File: src/rtl/rocket_pool_scheduler.sv
// Rocket slot pool: slot 0 for the player, slots 1..3 shared round-robin by aliens.
// Define ROCKET_COOLDOWN_EN to enable the per-frame player launch cooldown.
module rocket_pool_scheduler #(
  parameter int PLAYER_SPEED           = -256,
  parameter int ALIEN_SPEED            = 128,
  parameter int PLAYER_COOLDOWN_FRAMES = 8
) (
  input  logic               clk,
  input  logic               resetN,
  input  logic               startOfFrame,
  input  logic               playerFireReq,
  input  logic signed [10:0] playerX,
  input  logic signed [10:0] playerY,
  input  logic               alienFireReq,
  input  logic signed [10:0] alienX,
  input  logic signed [10:0] alienY,
  input  logic        [3:0]  reachedBorder,
  input  logic        [3:0]  rocketHit,
  output logic        [3:0]  rocketActive,
  output logic        [43:0] rocketInitX,
  output logic        [43:0] rocketInitY,
  output logic        [43:0] rocketInitSpeed,
  output logic               playerGrant,
  output logic               alienGrant,
  output logic        [2:0]  freeSlots
);

  localparam logic [10:0] P_SPD = 11'(PLAYER_SPEED);
  localparam logic [10:0] A_SPD = 11'(ALIEN_SPEED);
  localparam int CD_W = (PLAYER_COOLDOWN_FRAMES > 1) ? $clog2(PLAYER_COOLDOWN_FRAMES + 1) : 1;

  typedef enum logic [1:0] {S_IDLE, S_ACTIVE, S_RETIRE} slot_state_t;

  slot_state_t state_q [4];
  slot_state_t state_d [4];
  logic [43:0] init_x_q, init_x_d, init_y_q, init_y_d, init_spd_q, init_spd_d;
  logic [3:0]  rocket_active_q, rocket_active_d;
  logic        player_grant_q, player_grant_d;
  logic        alien_grant_q, alien_grant_d;
  logic [2:0]  free_slots_q, free_slots_d;
  logic        alien_frame_q, alien_frame_d;
  logic [1:0]  rr_q, rr_d;
  logic        player_take, alien_take, alien_found;
  logic [1:0]  alien_pick, cand;
  logic [CD_W-1:0] cooldown;

`ifdef ROCKET_COOLDOWN_EN
  localparam logic [CD_W-1:0] CD_LOAD = CD_W'(PLAYER_COOLDOWN_FRAMES);
  logic [CD_W-1:0] cooldown_q, cooldown_d;

  // A grant reload wins over a same-cycle frame decrement.
  always_comb begin
    cooldown_d = cooldown_q;
    if (startOfFrame && cooldown_q != '0) cooldown_d = cooldown_q - 1'b1;
    if (player_take) cooldown_d = CD_LOAD;
  end

  always_ff @(posedge clk or negedge resetN) begin
    if (!resetN) cooldown_q <= '0;
    else         cooldown_q <= cooldown_d;
  end

  assign cooldown = cooldown_q;
`else
  assign cooldown = '0;
`endif

  always_comb begin
    state_d        = state_q;
    init_x_d       = init_x_q;
    init_y_d       = init_y_q;
    init_spd_d     = init_spd_q;
    rr_d           = rr_q;
    player_grant_d = 1'b0;
    alien_grant_d  = 1'b0;
    free_slots_d   = '0;
    alien_found    = 1'b0;
    alien_pick     = 2'd1;
    cand           = 2'd1;

    for (int unsigned n = 0; n < 4; n++) begin
      case (state_q[n])
        S_ACTIVE: if (reachedBorder[n] || rocketHit[n]) state_d[n] = S_RETIRE;
        S_RETIRE: if (startOfFrame) state_d[n] = S_IDLE;
        default:  ;
      endcase
    end

    player_take = playerFireReq && (state_q[0] == S_IDLE) && (cooldown == '0);
    if (player_take) begin
      state_d[0]       = S_ACTIVE;
      init_x_d[10:0]   = playerX;
      init_y_d[10:0]   = playerY;
      init_spd_d[10:0] = P_SPD;
      player_grant_d   = 1'b1;
    end

    // rr_q holds the last granted alien slot; search starts one past it.
    for (int unsigned k = 0; k < 3; k++) begin
      cand = 2'(((32'(rr_q) + k) % 3) + 1);
      if (!alien_found && state_q[cand] == S_IDLE) begin
        alien_found = 1'b1;
        alien_pick  = cand;
      end
    end

    // The per-frame limit is cleared by startOfFrame before this cycle's request is judged.
    alien_take    = alienFireReq && alien_found && (startOfFrame || !alien_frame_q);
    alien_frame_d = alien_take ? 1'b1 : (startOfFrame ? 1'b0 : alien_frame_q);
    if (alien_take) begin
      alien_grant_d = 1'b1;
      rr_d          = alien_pick;
    end
    for (int unsigned n = 1; n < 4; n++) begin
      if (alien_take && alien_pick == 2'(n)) begin
        state_d[n]              = S_ACTIVE;
        init_x_d[11*n +: 11]    = alienX;
        init_y_d[11*n +: 11]    = alienY;
        init_spd_d[11*n +: 11]  = A_SPD;
      end
    end

    for (int unsigned n = 0; n < 4; n++) begin
      rocket_active_d[n] = (state_d[n] == S_ACTIVE);
      if (state_d[n] == S_IDLE) free_slots_d = free_slots_d + 3'd1;
    end
  end

  always_ff @(posedge clk or negedge resetN) begin
    if (!resetN) begin
      for (int unsigned n = 0; n < 4; n++) state_q[n] <= S_IDLE;
      init_x_q        <= '0;
      init_y_q        <= '0;
      init_spd_q      <= '0;
      rocket_active_q <= '0;
      player_grant_q  <= 1'b0;
      alien_grant_q   <= 1'b0;
      free_slots_q    <= 3'd4;
      alien_frame_q   <= 1'b0;
      rr_q            <= 2'd3;
    end else begin
      state_q         <= state_d;
      init_x_q        <= init_x_d;
      init_y_q        <= init_y_d;
      init_spd_q      <= init_spd_d;
      rocket_active_q <= rocket_active_d;
      player_grant_q  <= player_grant_d;
      alien_grant_q   <= alien_grant_d;
      free_slots_q    <= free_slots_d;
      alien_frame_q   <= alien_frame_d;
      rr_q            <= rr_d;
    end
  end

  assign rocketActive    = rocket_active_q;
  assign rocketInitX     = init_x_q;
  assign rocketInitY     = init_y_q;
  assign rocketInitSpeed = init_spd_q;
  assign playerGrant     = player_grant_q;
  assign alienGrant      = alien_grant_q;
  assign freeSlots       = free_slots_q;

endmodule

File: config.mk
export PLATFORM = sky130hd
export DESIGN_NAME = rocket_pool_scheduler
export DESIGN_NICKNAME = d
export VERILOG_FILES = /design/src/rtl/rocket_pool_scheduler.sv
export SDC_FILE = /design/constraint.sdc
export NUM_CORES = 1
export LEC_CHECK = 0
export ABC_AREA = 1
export CORE_ASPECT_RATIO = 1.5
export CORE_MARGIN = 1.5
export CORE_UTILIZATION = 44
export DETAILED_ROUTE_END_ITERATION = 6
export PLACE_DENSITY = 0.8
export SETUP_SLACK_MARGIN = 0.4
export SLEW_MARGIN = 20
export SYNTH_ARGS = -nofsm -noshare
export SYNTH_HDL_FRONTEND = slang
export SYNTH_SLANG_ARGS = --single-unit
File: constraint.sdc
create_clock -name clk -period 3.92 [get_ports clk]
set_input_delay 0.98 -clock clk [delete_from_list [all_inputs] [get_ports clk]]
set_output_delay 0.98 -clock clk [all_outputs]
set_load 0.02 [all_outputs]
==> results of run 1 <==
==> cell type report <==
type	instances	area, um^2
fill	980	4452
sequential	112	2806
multi-input combinational	355	1833
timing repair buffer	170	1675
inverter	62	235.2
clock buffer	10	229.0
tap	150	187.7
clock inverter	6	52.55
==> path summary, 6_finish.rpt <==
check,depth (start not counted),end
max,25,freeSlots[2]$_DFF_PN1_
min,1,rocketInitSpeed[40]$_DFFE_PN0P_
max reg2reg,25,freeSlots[2]$_DFF_PN1_
min reg2reg,1,rocketInitSpeed[40]$_DFFE_PN0P_
max in group asynchronous,2,rocketInitX[7]$_DFFE_PN0P_
min in group asynchronous,1,rocketInitX[11]$_DFFE_PN0P_
==> worst max-delay path, cell delays in order (launching register included) <==
cell and delay [ns]:
sky130_fd_sc_hd__dfstp_2 0.54, sky130_fd_sc_hd__inv_1 0.06, sky130_fd_sc_hd__ha_2 0.22, sky130_fd_sc_hd__inv_2 0.09, sky130_fd_sc_hd__o21ai_1 0.07, sky130_fd_sc_hd__nand3_1 0.13
sky130_fd_sc_hd__nand2_2 0.09, sky130_fd_sc_hd__nor2_4 0.14, sky130_fd_sc_hd__nand3_1 0.09, sky130_fd_sc_hd__nand2_2 0.10, sky130_fd_sc_hd__inv_2 0.05, sky130_fd_sc_hd__nand2_2 0.08
sky130_fd_sc_hd__nor2_4 0.05, sky130_fd_sc_hd__a21oi_2 0.13, sky130_fd_sc_hd__inv_1 0.08, sky130_fd_sc_hd__nor2_2 0.14, sky130_fd_sc_hd__inv_1 0.08, sky130_fd_sc_hd__ha_4 0.27
sky130_fd_sc_hd__nand4_1 0.12, sky130_fd_sc_hd__nand2_1 0.11, sky130_fd_sc_hd__inv_1 0.05, sky130_fd_sc_hd__ha_1 0.19, sky130_fd_sc_hd__nand4_1 0.11, sky130_fd_sc_hd__inv_1 0.07
sky130_fd_sc_hd__nand2_1 0.07, sky130_fd_sc_hd__nand2_1 0.05
==> registers in the layout, indices dropped and copies added, names as in the netlist <==
signal / flops
rocketActive: 4
state_q: 8
rocketInitY: 44
rocketInitSpeed: 4
alien_frame_q: 1
freeSlots: 3
rr_q: 2
rocketInitX: 44
alienGrant: 1
playerGrant: 1
==> placed cells by master, fill, tap and decap left out, types with 3 or more instances in the layout <==
cell and instances:
sky130_fd_sc_hd__nand3_1 10, sky130_fd_sc_hd__a22oi_1 3, sky130_fd_sc_hd__dfstp_2 3, sky130_fd_sc_hd__dfrtp_1 109
sky130_fd_sc_hd__or2_2 5, sky130_fd_sc_hd__nand4_1 3, sky130_fd_sc_hd__ha_1 11, sky130_fd_sc_hd__inv_2 4
sky130_fd_sc_hd__conb_1 38, sky130_fd_sc_hd__clkdlybuf4s50_1 158, sky130_fd_sc_hd__nand3_2 5, sky130_fd_sc_hd__a21oi_1 6
sky130_fd_sc_hd__nand2_2 5, sky130_fd_sc_hd__o21ai_1 13, sky130_fd_sc_hd__nand2_1 158, sky130_fd_sc_hd__o21ai_2 27
sky130_fd_sc_hd__buf_4 11, sky130_fd_sc_hd__o21ai_0 45, sky130_fd_sc_hd__clkbuf_16 9, sky130_fd_sc_hd__inv_1 57
sky130_fd_sc_hd__nor2_1 13
==> report_power, final <==
part / internal, uW / switching (uW)
combinational: 1660 / 2350
clock: 441 / 426
sequential: 1720 / 302
==> logic make-up after synthesis <==
logic type | after synthesis | share of synthesized area [%]
buffers and inverters | 120 | 13.02
flip-flops | 112 | 54.57
other | 1 | 0.07292
AND/OR/NAND/NOR | 207 | 17.35
AO/OA/AOI/OAI | 96 | 11.58
adder cells (fa/ha/maj) | 14 | 3.406
==> per-layer routing <==
metal | up-vias | wire length [um] | GRT usage (%)
li1 | 1955 | - | -
met1 | 1949 | 4496 | 22.38
met2 | 151 | 6519 | 36.57
met3 | 26 | 700 | 5.780
met4 | 0 | 331 | 8.333
met5 | - | 0 | 0
==> through the flow <==
stage / instance area (um^2) / utilization, % / setup WS, ns / hold WS, ns / total power, uW
6_report: 7019 / 61.19 / 0.6805 / 0.4680 / 6900
5_1_grt: 7019 / 61.19 / 0.3877 / 0.5028 / 7456
4_1_cts: 6958 / 60.66 / 0.6195 / 0.4755 / 6831
3_5_place_dp: 6676 / 58.20 / 0.3652 / 0.4562 / 5931
3_3_place_gp: 6676 / 58.20 / 0.5367 / 0.4484 / 5766
2_1_floorplan: 5281 / - / 1.047 / 0.4872 / 4540
==> repair_timing <==
item	CTS	global route
setup endpoints to repair	0	2
setup buffers	0	4
gates resized for setup	0	6
==> summary.md, run 1 <==
| Metric | Value |
|---|---|
| Status | `completed` |
| Top-level port count | `a little under 200` |
| Maximum fanout encountered on the critical timing path | `5` |
| Die area | `roughly 12000 um^2` |
| Vias in the first global route | `4173` |
| Effective utilization at floorplan | `~45%` |
| Layout cell share with drive strength beyond 1 | `about 12%` |
| Setup repair after global routing missed its margin | `no` |
| Final Instance Count excl. Fillers | `around 870` |
| Cell with the most instances after synthesis | `sky130_fd_sc_hd__nand2_1` |
| Data required, critical path | `about 4.2 ns` |
| Gp weighted congestion | `approximately 0.9` |
| Largest net degree at the start of global routing | `85` |
| Peak VDD IR | `~0.48 mV` |
| Final critical-path share of the clock period | `between 80% and 90%` |
| Initial DRC Count | `89` |
| Critical Path End Type | `flip-flop` |
| Max_slew headroom | `49.16%` |
| Post-detailed-route count of antenna-violating nets | `0` |
| Flop2flop setup slack | `roughly 0.68 ns` |
| Worst clock skew | `~0.0064 ns` |
| Kind of launch point of the worst setup path | `flip-flop` |
| Slew at the pin with the worst max-slew slack | `between 0.7 and 0.8 ns` |
| Number of max-cap violations | `0` |
| Worst Setup SP | `rr_q[0]$_DFFE_PN1P_` |
| Final nets | `~780` |
| Largest area contributor in the netlist | `sky130_fd_sc_hd__dfrtp_1` |
| Data arrival time of the critical path | `between 3 and 4 ns` |
| Warning count from the yosys run | `0` |
| Worst-Skew Late Latency | `0.34 ns` |
| I/O Buffers | `159` |
| Core area | `between 10000 and 15000 um^2` |
| Total wirelength of the detailed-routed design | `roughly 12000 um` |
| GRT Overall Usage | `about a fifth` |
| R2r startpoint | `rr_q[0]$_DFFE_PN1P_` |
| Syn avg cell area | `between 9 and 10 um^2` |
| Type of the setup path with the least slack | `reg -> reg` |
| Post-synthesis cell area | `5142 um^2` |
| Hold buffers post-CTS | `0` |
| CTS Buf Count | `9` |
| Count of pins over their slew limit | `0` |
| Die extent in y | `135.4 um` |
| Final global-route overflow total | `0` |
| Cell types occupying the most area after synthesis | `sky130_fd_sc_hd__dfrtp_1 53%, sky130_fd_sc_hd__nand2_1 12%, sky130_fd_sc_hd__buf_4 6.0%, sky130_fd_sc_hd__o21ai_2 4.6%, sky130_fd_sc_hd__o21ai_0 4.4%` |
| DRC errors left | `0` |
| Timing-limited maximum frequency | `between 300 and 400 MHz` |
| Worst-path clk slew | `around 0.070 ns` |
| Final setup violation count | `0` |
| Total Negative Setup Slacks | `0 ns` |
| Hold Crit Class | `reg -> reg` |
| Number of standard cells after synthesis | `550` |
| Pwr Density | `just under 1000 nW/um^2` |
| Total leakage power | `around 0.0034 uW` |
| Initial antenna violation count | `0` |
| Per-cell routed wire length | `13.93 um` |
| First-pass iteration count of the detailed router | `4` |
| Count of placed standard cells including taps | `~850` |
| Top post-synthesis cells by count | `160 x sky130_fd_sc_hd__nand2_1, 109 x sky130_fd_sc_hd__dfrtp_1, 57 x sky130_fd_sc_hd__inv_1` |
| Master cell of the clock root buffer | `sky130_fd_sc_hd__clkbuf_16` |
| Clock Tree Buf Depth | `2` |
| Number of synthesized flops with an enable pin | `0` |
| Unique masters post-synth | `32` |
| Chip Width | `~91 um` |
| Min Clock Period, post-route | `between 3 and 4 ns` |
| First-pass GRT wire length | `about 20000 um` |
| Clock tree from TritonCTS | `built` |
| Post-synthesis async set-or-reset flop share | `between 90% and 100%` |
| H-tree depth | `3` |
| Cell Rows | `48` |
| Final hold violation count | `0` |
| Synthesized flop and latch total | `112` |
| Post-DP HPWL | `between 8000 and 9000 um` |
| Area added between synthesis and finish | `36.50%` |
| Total number of vias | `about 4000` |
| Total number of clock tree sinks | `approximately 110` |
| Ratio of routed vias to standard cells | `4.718` |
| Antenna diodes | `0` |
| Sequential area share after synthesis | `between 50% and 60%` |
| Top flip-flop cell by instance count after synthesis | `sky130_fd_sc_hd__dfrtp_1` |
| Start point of the worst min-delay path | `rocketInitSpeed[40]$_DFFE_PN0P_` |
| Share of the synthesized area in the top cell type | `a little over half` |
Note: power is estimated with default switching activity, not from simulation.
==> run 2, diff against run 1 <==
- CORE_UTILIZATION: 44 -> 40
- PLACE_DENSITY: 0.8 -> 0.77
- clock period: 3.92 -> 2.65 ns (I/O delays scaled with it)
==> run 2 against run 1 <==
- global-route usage increased by 2.1 points
- critical path type unchanged
- highest routed layer unchanged
- sequential cell count unchanged
- critical path depth decreased by 3
- the run now ends with setup timing left
- register-to-register slack got worse by 1.1 ns
- clock power increased by 50%
- die area increased by 9.7%
- critical endpoint is now freeSlots[0]$_DFF_PN0_
- non-clock buffer count increased by 56
- worst hold slack got worse by 0.19 ns
- clock-buffer cell count unchanged
- first-iteration DRC count increased by 56%
==> summary.md, run 2 (synthesized netlist as in run 1, its figures left out) <==
| Metric | Value |
|---|---|
| Worst-Skew Late Latency | `~0.34 ns` |
| Number of max-cap violations | `0` |
| Clock tree from TritonCTS | `built` |
| Final critical-path share of the clock period | `115.6%` |
| Cell area after placement | `roughly 6900 um^2` |
| Hold buffers post-CTS | `0` |
| Data required, critical path | `2.88 ns` |
| Max_slew headroom | `65.98%` |
| Most frequent standard cell in the layout excluding fill and tap cells | `sky130_fd_sc_hd__clkdlybuf4s50_1` |
| Design Area, Final | `~8000 um^2` |
| CTS Buf Count | `9` |
| First-pass GRT wire length | `about 23000 um` |
| Critical Path End Type | `flip-flop` |
| Chip Width | `95.58 um` |
| Final global-route overflow total | `0` |
| Ratio of routed vias to standard cells | `around 4.8` |
| Die area | `around 14000 um^2` |
| Slew at the pin with the worst max-slew slack | `around 0.51 ns` |
| Largest net degree at the start of global routing | `55` |
| DRC errors left | `0` |
| GRT Overall Usage | `22.41%` |
| Global-route met3 utilization | `roughly 4.9%` |
| I/O Buffers | `between 150 and 200` |
| Timing-limited maximum frequency | `between 300 and 400 MHz` |
| Data arrival time of the critical path | `between 3 and 4 ns` |
| Fin worst setup slack | `-0.4130 ns` |
| Count of pins over their slew limit | `0` |
| Worst-path clk slew | `0.08 ns` |
| Core Util, Final | `approximately two thirds` |
| Final setup violation count | `10` |
| Type of the setup path with the least slack | `reg -> reg` |
| Initial DRC Count | `roughly 140` |
| Met1 GRT Util | `a little under a quarter` |
| Pwr Density | `between 1500 and 2000 nW/um^2` |
| Peak VDD IR | `0.8980 mV` |
| Worst clock skew | `between 0.009 and 0.01 ns` |
| Final nets | `around 840` |
| H-tree depth | `3` |
| Die extent in y | `141.9 um` |
| Total wirelength of the detailed-routed design | `approximately 16000 um` |
| Post-DP HPWL | `roughly 9300 um` |
| Gp weighted congestion | `between 0.8 and 0.9` |
| Kind of launch point of the worst setup path | `flip-flop` |
| Area added between synthesis and finish | `59.61%` |
| Antenna diodes | `0` |
| Total number of vias | `approximately 4500` |
| Min Clock Period, post-route | `3.063 ns` |
| Most heavily used metal layer in global routing | `met2` |
| Layout cell share with drive strength beyond 1 | `approximately 30%` |
| Setup repair after global routing missed its margin | `yes` |
| Total number of clock tree sinks | `about 110` |
| Vias in the first global route | `4564` |
| Hold Crit Class | `in -> async` |
| Maximum fanout encountered on the critical timing path | `3` |
| Per-cell routed wire length | `17.00 um` |
| Post-detailed-route count of antenna-violating nets | `0` |
| Core area | `between 10000 and 15000 um^2` |
| Clock Tree Buf Depth | `2` |
| Violations in the final reports | `setup timing` |
| Status | `finished with violations` |
| Commonest cells after routing, fill and taps aside | `158 x sky130_fd_sc_hd__clkdlybuf4s50_1, 109 x sky130_fd_sc_hd__dfrtp_1, 108 x sky130_fd_sc_hd__nand2_1` |
| Master cell of the clock root buffer | `sky130_fd_sc_hd__clkbuf_16` |
| Met2 Use GR | `between 40% and 50%` |
| Cell Rows | `50` |
| Initial antenna violation count | `0` |
| Top-level port count | `about 200` |
| First-pass iteration count of the detailed router | `4` |
| Layout fillers | `between 900 and 1000` |
| Final hold violation count | `0` |
| Effective utilization at floorplan | `about two fifths` |
| Total leakage power | `around 0.0039 uW` |
==> run 2: cell count changes in the layout (fill, tap and decap cells not counted), moves of 14 or more <==
cell	change
sky130_fd_sc_hd__buf_4	+21
sky130_fd_sc_hd__nand2_1	-50
sky130_fd_sc_hd__buf_6	+14
sky130_fd_sc_hd__o21ai_2	+16
sky130_fd_sc_hd__nand2_2	+46
sky130_fd_sc_hd__o21ai_0	-35
sky130_fd_sc_hd__o21ai_1	+19
==> run 2: worst max-delay path, cell delays in order (launching register included) <==
cell and delay (ns):
sky130_fd_sc_hd__dfstp_2 0.55, sky130_fd_sc_hd__inv_2 0.05, sky130_fd_sc_hd__ha_4 0.29, sky130_fd_sc_hd__inv_2 0.06, sky130_fd_sc_hd__nand3_2 0.09, sky130_fd_sc_hd__nand2_2 0.08
sky130_fd_sc_hd__nor2_4 0.16, sky130_fd_sc_hd__nand3_2 0.11, sky130_fd_sc_hd__nand2_2 0.10, sky130_fd_sc_hd__inv_2 0.06, sky130_fd_sc_hd__nand2_4 0.07, sky130_fd_sc_hd__nor2_4 0.04
sky130_fd_sc_hd__a21oi_2 0.13, sky130_fd_sc_hd__inv_1 0.08, sky130_fd_sc_hd__nor2_2 0.15, sky130_fd_sc_hd__inv_2 0.06, sky130_fd_sc_hd__ha_4 0.27, sky130_fd_sc_hd__nand4_1 0.12
sky130_fd_sc_hd__buf_4 0.17, sky130_fd_sc_hd__buf_6 0.10, sky130_fd_sc_hd__buf_6 0.10, sky130_fd_sc_hd__nand3_2 0.05, sky130_fd_sc_hd__nand2_2 0.06
==> run 2: cell type report <==
cell class              instances  area (um^2)  area share [%]
clock buffers                  10        229.0           2.790
clock inverters                 6        51.30          0.6250
inverters                      62        271.5           3.308
multi-input cells             355         2138           26.05
flip-flops and latches        112         2806           34.19
well taps                     156        195.2           2.378
repair buffers                226         2489           30.32
repair inverters                2        27.53          0.3354
==> run 2: layer usage <==
metal	vias up	share of wire, %
met5	-	0
met4	0	3.1
met3	31	4.5
met2	150	57
met1	2202	35
li1	2085	-
==> run 2: final timing paths <==
path | from | to | slack (ns) | cells after the start
max | rr_q[0]$_DFFE_PN1P_ | freeSlots[0]$_DFF_PN0_ | -0.41 | 22
max in group asynchronous | resetN | freeSlots[2]$_DFF_PN1_ | 1.64 | 2
max reg2reg | rr_q[0]$_DFFE_PN1P_ | freeSlots[0]$_DFF_PN0_ | -0.41 | 22
min in group clk | rocketInitX[0]$_DFFE_PN0P_ | rocketInitX[0]$_DFFE_PN0P_ | 0.48 | 2
min | resetN | rocketInitX[20]$_DFFE_PN0P_ | 0.27 | 1
min reg2reg | rocketInitX[0]$_DFFE_PN0P_ | rocketInitX[0]$_DFFE_PN0P_ | 0.48 | 2
==> run 2: through the flow <==
stage | worst slack, ns | hold slack [ns] | instances | power (uW) | TNS, ns
2_1_floorplan | -0.1389 | 0.3669 | 587 | 6836 | -0.2634
3_3_place_gp | -0.3272 | 0.4507 | 869 | 9024 | -0.6775
3_5_place_dp | -0.4469 | 0.4570 | 869 | 9286 | -1.041
4_1_cts | -0.2854 | 0.2821 | 914 | 12750 | -0.6870
5_1_grt | -0.5748 | 0.3037 | 929 | 14600 | -4.121
6_report | -0.4130 | 0.2750 | 929 | 13780 | -1.692
==> run 2: timing repair <==
item                                    CTS  global route
gates cloned                              9             6
pin swaps                                41            18
endpoints found under the setup margin   54            80
gates resized for setup                 142            34
setup buffers                            20             9
==> run 2: report_power, final <==
group	total (uW)	switching [uW]	internal (uW)	leakage [uW]
Combinational	9400	4860	4540	0.00241
Sequential	3070	529	2550	0.00138
Clock	1300	647	653	0.000139
==> run 3, diff against run 2 <==
- CAP_MARGIN: unset -> 20
==> results of run 3 <==
Final layout, timing and power as in run 2 (identical DEF).
